--- config.mk ---
export PLATFORM = sky130hd
export DESIGN_NAME = quad_decoder_counter
export DESIGN_NICKNAME = d
export VERILOG_FILES = /design/src/rtl/quad_decoder_counter.sv
export SDC_FILE = /design/constraint.sdc
export NUM_CORES = 1
export LEC_CHECK = 0
export CELL_PAD_IN_SITES_DETAIL_PLACEMENT = 1
export CELL_PAD_IN_SITES_GLOBAL_PLACEMENT = 1
export CORE_ASPECT_RATIO = 1.25
export CORE_MARGIN = 10
export CORE_UTILIZATION = 36
export CTS_CLUSTER_SIZE = 8
export DETAILED_ROUTE_END_ITERATION = 6
export PLACE_DENSITY_LB_ADDON = 0.1
export SYNTH_ARGS = -nofsm -noshare
export SYNTH_HDL_FRONTEND = slang
export SYNTH_SLANG_ARGS = --single-unit
--- constraint.sdc ---
create_clock -name clk -period 2.58 [get_ports clk]
set_input_delay 0.516 -clock clk [delete_from_list [all_inputs] [get_ports clk]]
set_output_delay 0.516 -clock clk [all_outputs]
set_load 0.1 [all_outputs]
--- src/rtl/quad_decoder_counter.sv ---
// Quadrature decoder with synchroniser, glitch filter, wrapping position counter and sticky error.
// Optional index input enc_z enabled by defining QDEC_INDEX_EN.
module quad_decoder_counter #(
  parameter int DATA_WIDTH = 8,
  parameter int FILTER_LEN = 3
) (
  input  logic                  clk,
  input  logic                  clear,
  input  logic                  enc_a,
  input  logic                  enc_b,
`ifdef QDEC_INDEX_EN
  input  logic                  enc_z,
`endif
  input  logic                  load,
  input  logic [DATA_WIDTH-1:0] d,
  input  logic                  err_clr,
  output logic [DATA_WIDTH-1:0] qd,
  output logic                  up_pulse,
  output logic                  down_pulse,
  output logic                  dir,
  output logic                  err
);

  localparam logic [1:0] S00 = 2'b00;
  localparam logic [1:0] S10 = 2'b10;
  localparam logic [1:0] S11 = 2'b11;
  localparam logic [1:0] S01 = 2'b01;
  localparam logic [3:0] STAB_MAX = 4'(FILTER_LEN - 1);

  logic [1:0] sync1;
  logic [1:0] s;
  logic [1:0] warm;
  logic [1:0] filt;
  logic [1:0] prev;
  logic [3:0] stab;
  logic       armed;
  logic       step_up;
  logic       step_down;
  logic       step_bad;
  logic       idx_hit;

  always_ff @(posedge clk or negedge clear) begin
    if (!clear) begin
      sync1 <= '0;
      s     <= '0;
      warm  <= '0;
    end else begin
      sync1 <= {enc_a, enc_b};
      s     <= sync1;
      warm  <= {warm[0], 1'b1};
    end
  end

  // Arming waits for the synchroniser to hold real samples, then a full filter window.
  always_ff @(posedge clk or negedge clear) begin
    if (!clear) begin
      filt  <= '0;
      prev  <= '0;
      stab  <= '0;
      armed <= 1'b0;
    end else if (!armed) begin
      if (warm[1]) begin
        if (stab == STAB_MAX) begin
          filt  <= s;
          prev  <= s;
          stab  <= '0;
          armed <= 1'b1;
        end else begin
          stab <= stab + 4'd1;
        end
      end
    end else begin
      prev <= filt;
      if (s == filt) begin
        stab <= '0;
      end else if (stab == STAB_MAX) begin
        filt <= s;
        stab <= '0;
      end else begin
        stab <= stab + 4'd1;
      end
    end
  end

  always_comb begin
    step_up   = 1'b0;
    step_down = 1'b0;
    step_bad  = 1'b0;
    if (armed) begin
      case (prev)
        S00: begin
          step_up   = (filt == S10);
          step_down = (filt == S01);
          step_bad  = (filt == S11);
        end
        S10: begin
          step_up   = (filt == S11);
          step_down = (filt == S00);
          step_bad  = (filt == S01);
        end
        S11: begin
          step_up   = (filt == S01);
          step_down = (filt == S10);
          step_bad  = (filt == S00);
        end
        default: begin
          step_up   = (filt == S00);
          step_down = (filt == S11);
          step_bad  = (filt == S10);
        end
      endcase
    end
  end

`ifdef QDEC_INDEX_EN
  logic       z_sync1;
  logic       z_s;
  logic       z_filt;
  logic       z_prev;
  logic [3:0] z_stab;

  always_ff @(posedge clk or negedge clear) begin
    if (!clear) begin
      z_sync1 <= 1'b0;
      z_s     <= 1'b0;
      z_filt  <= 1'b0;
      z_prev  <= 1'b0;
      z_stab  <= '0;
    end else begin
      z_sync1 <= enc_z;
      z_s     <= z_sync1;
      if (!armed) begin
        z_filt <= z_s;
        z_prev <= z_s;
        z_stab <= '0;
      end else begin
        z_prev <= z_filt;
        if (z_s == z_filt) begin
          z_stab <= '0;
        end else if (z_stab == STAB_MAX) begin
          z_filt <= z_s;
          z_stab <= '0;
        end else begin
          z_stab <= z_stab + 4'd1;
        end
      end
    end
  end

  assign idx_hit = armed && z_filt && !z_prev;
`else
  assign idx_hit = 1'b0;
`endif

  // Load outranks index which outranks a step; pulses and dir follow the step regardless.
  always_ff @(posedge clk or negedge clear) begin
    if (!clear) begin
      qd         <= '0;
      up_pulse   <= 1'b0;
      down_pulse <= 1'b0;
      dir        <= 1'b1;
      err        <= 1'b0;
    end else begin
      if (load) begin
        qd <= d;
      end else if (idx_hit) begin
        qd <= '0;
      end else if (step_up) begin
        qd <= qd + DATA_WIDTH'(1);
      end else if (step_down) begin
        qd <= qd - DATA_WIDTH'(1);
      end
      up_pulse   <= step_up;
      down_pulse <= step_down;
      if (step_up) begin
        dir <= 1'b1;
      end else if (step_down) begin
        dir <= 1'b0;
      end
      err <= step_bad || (err && !err_clr);
    end
  end

endmodule

## After elaboration in Yosys (flattened, before gate mapping)

Index checks and enable logic that the tools add are counted.

| operators by class | value |
|---|---|
| $add $sub $neg | 3 |
| mux-type cells | 25 |
| eq/ne operators | 8 |
| reduce and logical (&&, ||, !) cells | 11 |

Operators by type and width:

| cell | count |
|---|---|
| 8-bit 2-to-1 mux | 3 |
| 4-bit 2-to-1 mux | 4 |
| 2-bit 2-to-1 mux | 7 |
| 1-bit case mux with 3 select lines | 3 |
| 8-bit by 1-bit adder with 8-bit output (second input constant) | 1 |
| 2-bit equality test (second input constant) | 4 |
| 1-bit 2-to-1 mux | 8 |
| 8-bit by 1-bit subtractor with 8-bit output (second input constant) | 1 |
| 2-bit nonzero test | 3 |
| 4-bit by 1-bit adder with 4-bit output (second input constant) | 1 |
| 4-bit by 2-bit equality test with 1-bit output (second input constant) | 1 |
| 2-bit logical NOT | 2 |
| 2-bit AND reduction | 2 |
| 3-bit nonzero test | 1 |
| 2-bit by 1-bit equality test with 1-bit output (second input constant) | 1 |
| 2-bit equality test | 1 |
| 2-bit inequality test (second input constant) | 1 |
| 1-bit logical AND | 1 |
| 1-bit logical NOT | 1 |
| 1-bit logical OR | 1 |

| storage, ports and cells | value |
|---|---|
| register bits after elaboration | 27 |

## Depth between registers and ports, before layout

| logic depth | value |
|---|---|
| word-level depth | 6 |
| gate-level depth with buffers | 8 |
| mapped depth without buffers | 8 |

## Worst setup path after synthesis

OpenSTA, ideal clock, no wires.

| path | value |
|---|---|
| kind | reg2reg |
| from | reg filt[1] |
| to | reg qd[7] |
| cell stages (with the launch flop) | 9 |
| data arrival time | 2.374 ns |
| library setup time | 0.136 ns |
| clock period less this slack | 2.510 ns |
| slack | 0.070 ns |
| cells stage by stage | dfrtp_1 xor2_2 nand3_1 ha_1 a21oi_1 o21ai_0 o21a_1 a2111oi_0 nand3_1 |

| on the way | value |
|---|---|
| longest elaborated chain between the ends | 5 |
| elaborated cells on any way between the ends | 11 |
| classes of those cells | 3 x eq/ne; 6 x mux; 2 x reduce/logical |

RTL lines:

| element | RTL line | RTL |
|---|---|---|
| start: declaration | 33 | `logic [1:0] filt;` |
| start signal: assignment | 64 | `filt <= s;` |
| start signal: assignment | 77 | `filt <= s;` |
| 2-bit by 1-bit equality test with 1-bit output (tied with other cells) | 93, 102 |  |
| 1-bit case mux with 3 select lines | 90 | `case (prev)` |
| 1-bit 2-to-1 mux | 89 | `if (armed) begin` |
| 8-bit 2-to-1 mux | 168 | `end else if (step_up) begin` |
| 8-bit 2-to-1 mux | 164 | `if (load) begin` |
| end signal: assignment | 169 | `qd <= qd + DATA_WIDTH'(1);` |
| end signal: assignment | 171 | `qd <= qd - DATA_WIDTH'(1);` |
| end: declaration | 17 | `output logic [DATA_WIDTH-1:0] qd,` |

Parallel ways exist; a longest one is shown, timed or not.
A chain may end at the register's enable or synchronous reset.

## Worst setup path in the final report

| path | value |
|---|---|
| from | reg prev[1] |
| to | reg qd[6] |

| on the way | value |
|---|---|
| longest elaborated chain between the ends | 5 |
| elaborated cells on any way between the ends | 10 |
| classes of those cells | 2 x eq/ne; 6 x mux; 2 x reduce/logical |

RTL lines:

| element | RTL line | RTL |
|---|---|---|
| start: declaration | 34 | `logic [1:0] prev;` |
| start signal: assignment | 65 | `prev <= s;` |
| start signal: assignment | 73 | `prev <= filt;` |
| 2-bit equality test or 2-bit logical NOT (tied branches) | 90 |  |
| 1-bit case mux with 3 select lines | 90 |  |
| 1-bit 2-to-1 mux | 89 |  |
| 8-bit 2-to-1 mux | 168 |  |
| 8-bit 2-to-1 mux | 164 |  |

Parallel ways exist; a longest one is shown, timed or not.

==> results.yml <==
sta:
  fmax_mhz: 412
  relSlewSlack: 0.667
  timing.setup.tns_ps: 0
  worstMarginPinSlew_ps: 492
  fin_crit_ps: 2420
  finalCritPeriodShare: 0.940
  maxSlewViolCount: 0
  finalSetupViolCount: 0
  hold_violations: 0
  skew_ps: 8.03
  rsz0062_at_grt: "no"
critical_path:
  startpoint: "prev[1]"
  cp_cell_sequence: "xnor2_2 -> nand3_2 -> buf_4 -> fa_1 -> a21o_1 -> a221o_1 -> a21oi_2 -> xor2_1 -> o31ai_1"
  arrival_ps: 2610
  critPathSlowestCell: "dfrtp_2"
  path_class: "flip-flop to flip-flop"
  crit_required_ps: 2770
  crit_path_end_kind: "flip-flop"
  rr_startpoint: "prev[1]"
  worstSetupStartpointType: "flip-flop"
  max_stage_delay_ps: 450
  crit_fanout: 11
die:
  core-area_um2: 3820
  dieWidth_um: 76.5
  die_area_um2: 6930
  dieHeight_um: 90.6
  start_util: 0.376
  fp-row-count: 25
  io_pins: 26
placed_design:
  routabilityCongestion: 0.819
  place_area_um2: 1770
  placed_cells: 220
  post-dp-hpwl_um: 2690
  numPortBuffers: 25
clock_network:
  insertion_delay_ps: 270
  post_cts_buffers: 0
  cts_tree: "built"
  ctsLongestPathBuffers: 2
  clkTransAtPathRegs_ps: 100
  cts_root_buffer: "clkbuf_8"
  cts_max_level: 1
  cts_buffers: 3
  hold_buffers: 0
  clock-sinks: 27
  cts_resized: 1
grt:
  use_met2: 0.185
  grt_max_degree: 28
  grt_pass1_wl_um: 5840
  antenna_found_initial: 0
  grt_util_all_layers: 0.100
  top_usage_layer: "met2"
  grt_pass1_vias: 1249
  overflow: 0
  use_met3: 0.0169
  use_met1: 0.113
synth:
  ys_ff_latch: 27
  syn-instance-count: 136
  synth_xor_area_frac: 0.102
  muxShareOfSynthArea: 0.0575
  synth_area_leader_cell: "dfrtp_1"
  synth_adder_area_share: 0.0750
  syn_area_per_cell_um2: 10.6
  synth_nets: 158
  synth_edf_count: 0
  synthFlopType: "dfrtp_1"
  yosys.cell_count.top_type: "dfrtp_1"
  synth-warning-count: 0
  synth_cell_types: 42
  synth_common_cells: "dfrtp_1, nand2_1, a21oi_1, o21ai_0, xor2_1"
  syn_area_um2: 1440
  synthArstFlopShare: 1.00
  ys_seq_area_frac: 0.472
  synth_compound_area_frac: 0.147
  synthTopCellsByArea: "dfrtp_1, ha_1, xor2_1, mux2i_1, a21oi_1"
  synth_top_area_share: 0.453
  yosys.area_share.simple: 0.120
  synth_top_family_by_area: "compound AO/OA/AOI/OAI gates"
cells_and_area:
  fillers: 429
  final_area_um2: 1850
  layout-drive-gt1-share: 0.218
  fin_util: 0.484
  stdcell_count: 224
  register_area_um2: 678
  diodes: 0
  syn_to_final_growth_pct: 28.6
  multiInputGateArea_um2: 751
  nets: 193
run:
  maxCapViolCount: 0
route:
  drt_iter0_drc: 16
  vias: 1119
  drt_wl_total_um: 3440
  vias_per_cell: 5.00
  first_pass_iters: 3
  drc: 0
  avgRoutedWirePerCell_um: 15.4
  final_antenna_net_count: 0
outcome:
  status: "finished, final reports clean"
hold_path:
  hold_path.class: "flip-flop to flip-flop"
  min_from: "warm[0]"
## path summary, 6_finish.rpt
check	end	slack, ps	depth (start not counted)
setup / recovery	qd[6]	160	9
hold / removal	warm[1]	360	0
setup reg to reg	qd[6]	160	9
hold reg to reg	warm[1]	360	0
max in group asynchronous	dir	1680	2
min in group asynchronous	s[1]	600	2
## per-stage QoR
stage	hold WS, ps	worst slack [ps]
floorplan	220	70.1
detailed placement	338	17.1
finish	356	155
CTS	360	19.7
global placement	334	125
global route	376	33.6
## routing by layer
metal	part of all wire	vias to the layer above	wire [µm]
met5	0	-	0
met2	0.55	16	1890
met4	0.013	0	44
met1	0.42	549	1430
li1	-	549	-
met3	0.021	5	71
## flip-flops by register name (all words and copies together) (netlist names)
signal,flops
sync1,2
qd,8
err,1
prev,2
armed,1
warm,2
filt,2
stab,4
s,2
up_pulse,1
down_pulse,1
dir,1
## logic make-up after synthesis
logic type                 count (synthesis)
DFF                                       27
muxes                                      8
xor gates and xnor gates                  15
buffers and inverters                      8
other                                      1
AOI/OAI and AO/OA                         35
adders and majority gates                  8
and+or+nand+nor                           34
## cell type report
class | instances | area share
Clock buffer | 3 | 0.0224
Clock inverter | 1 | 0.00271
Inverter | 4 | 0.00814
Multi-Input combinational cell | 101 | 0.407
Sequential cell | 27 | 0.367
Tap cell | 54 | 0.0366
Timing Repair Buffer | 34 | 0.156
## critical path, delay by kind of cell (launching register included)
family / cells / cell delay, ps
AND/OR/NAND/NOR: 1 / 120
XOR/XNOR: 2 / 250
AO/OA/AOI/OAI: 4 / 920
flip-flops: 1 / 450
adder cells (fa/ha/maj): 1 / 410
buffers and inverters: 1 / 200
## cells in the final DEF, fill, tap and decap left out, drive strengths merged, types with 2 or more instances in the layout
master / synthesis / layout
mux2: 2 / 2
clkbuf: 2 / 3
nand3: 4 / 4
clkdlybuf4s50: 0 / 13
xnor2: 5 / 5
nor3: 2 / 2
xor2: 10 / 10
a22oi: 2 / 2
inv: 4 / 4
o21ai: 13 / 13
ha: 7 / 7
dfrtp: 26 / 26
a21oi: 9 / 9
nor2b: 2 / 2
nand2: 10 / 10
mux2i: 6 / 6
o31ai: 3 / 3
buf: 2 / 21
nor2: 7 / 7
Power is left out: the tool's default activity adds up to more than one toggle a clock period on the data nets, which glitch-free logic cannot reach.
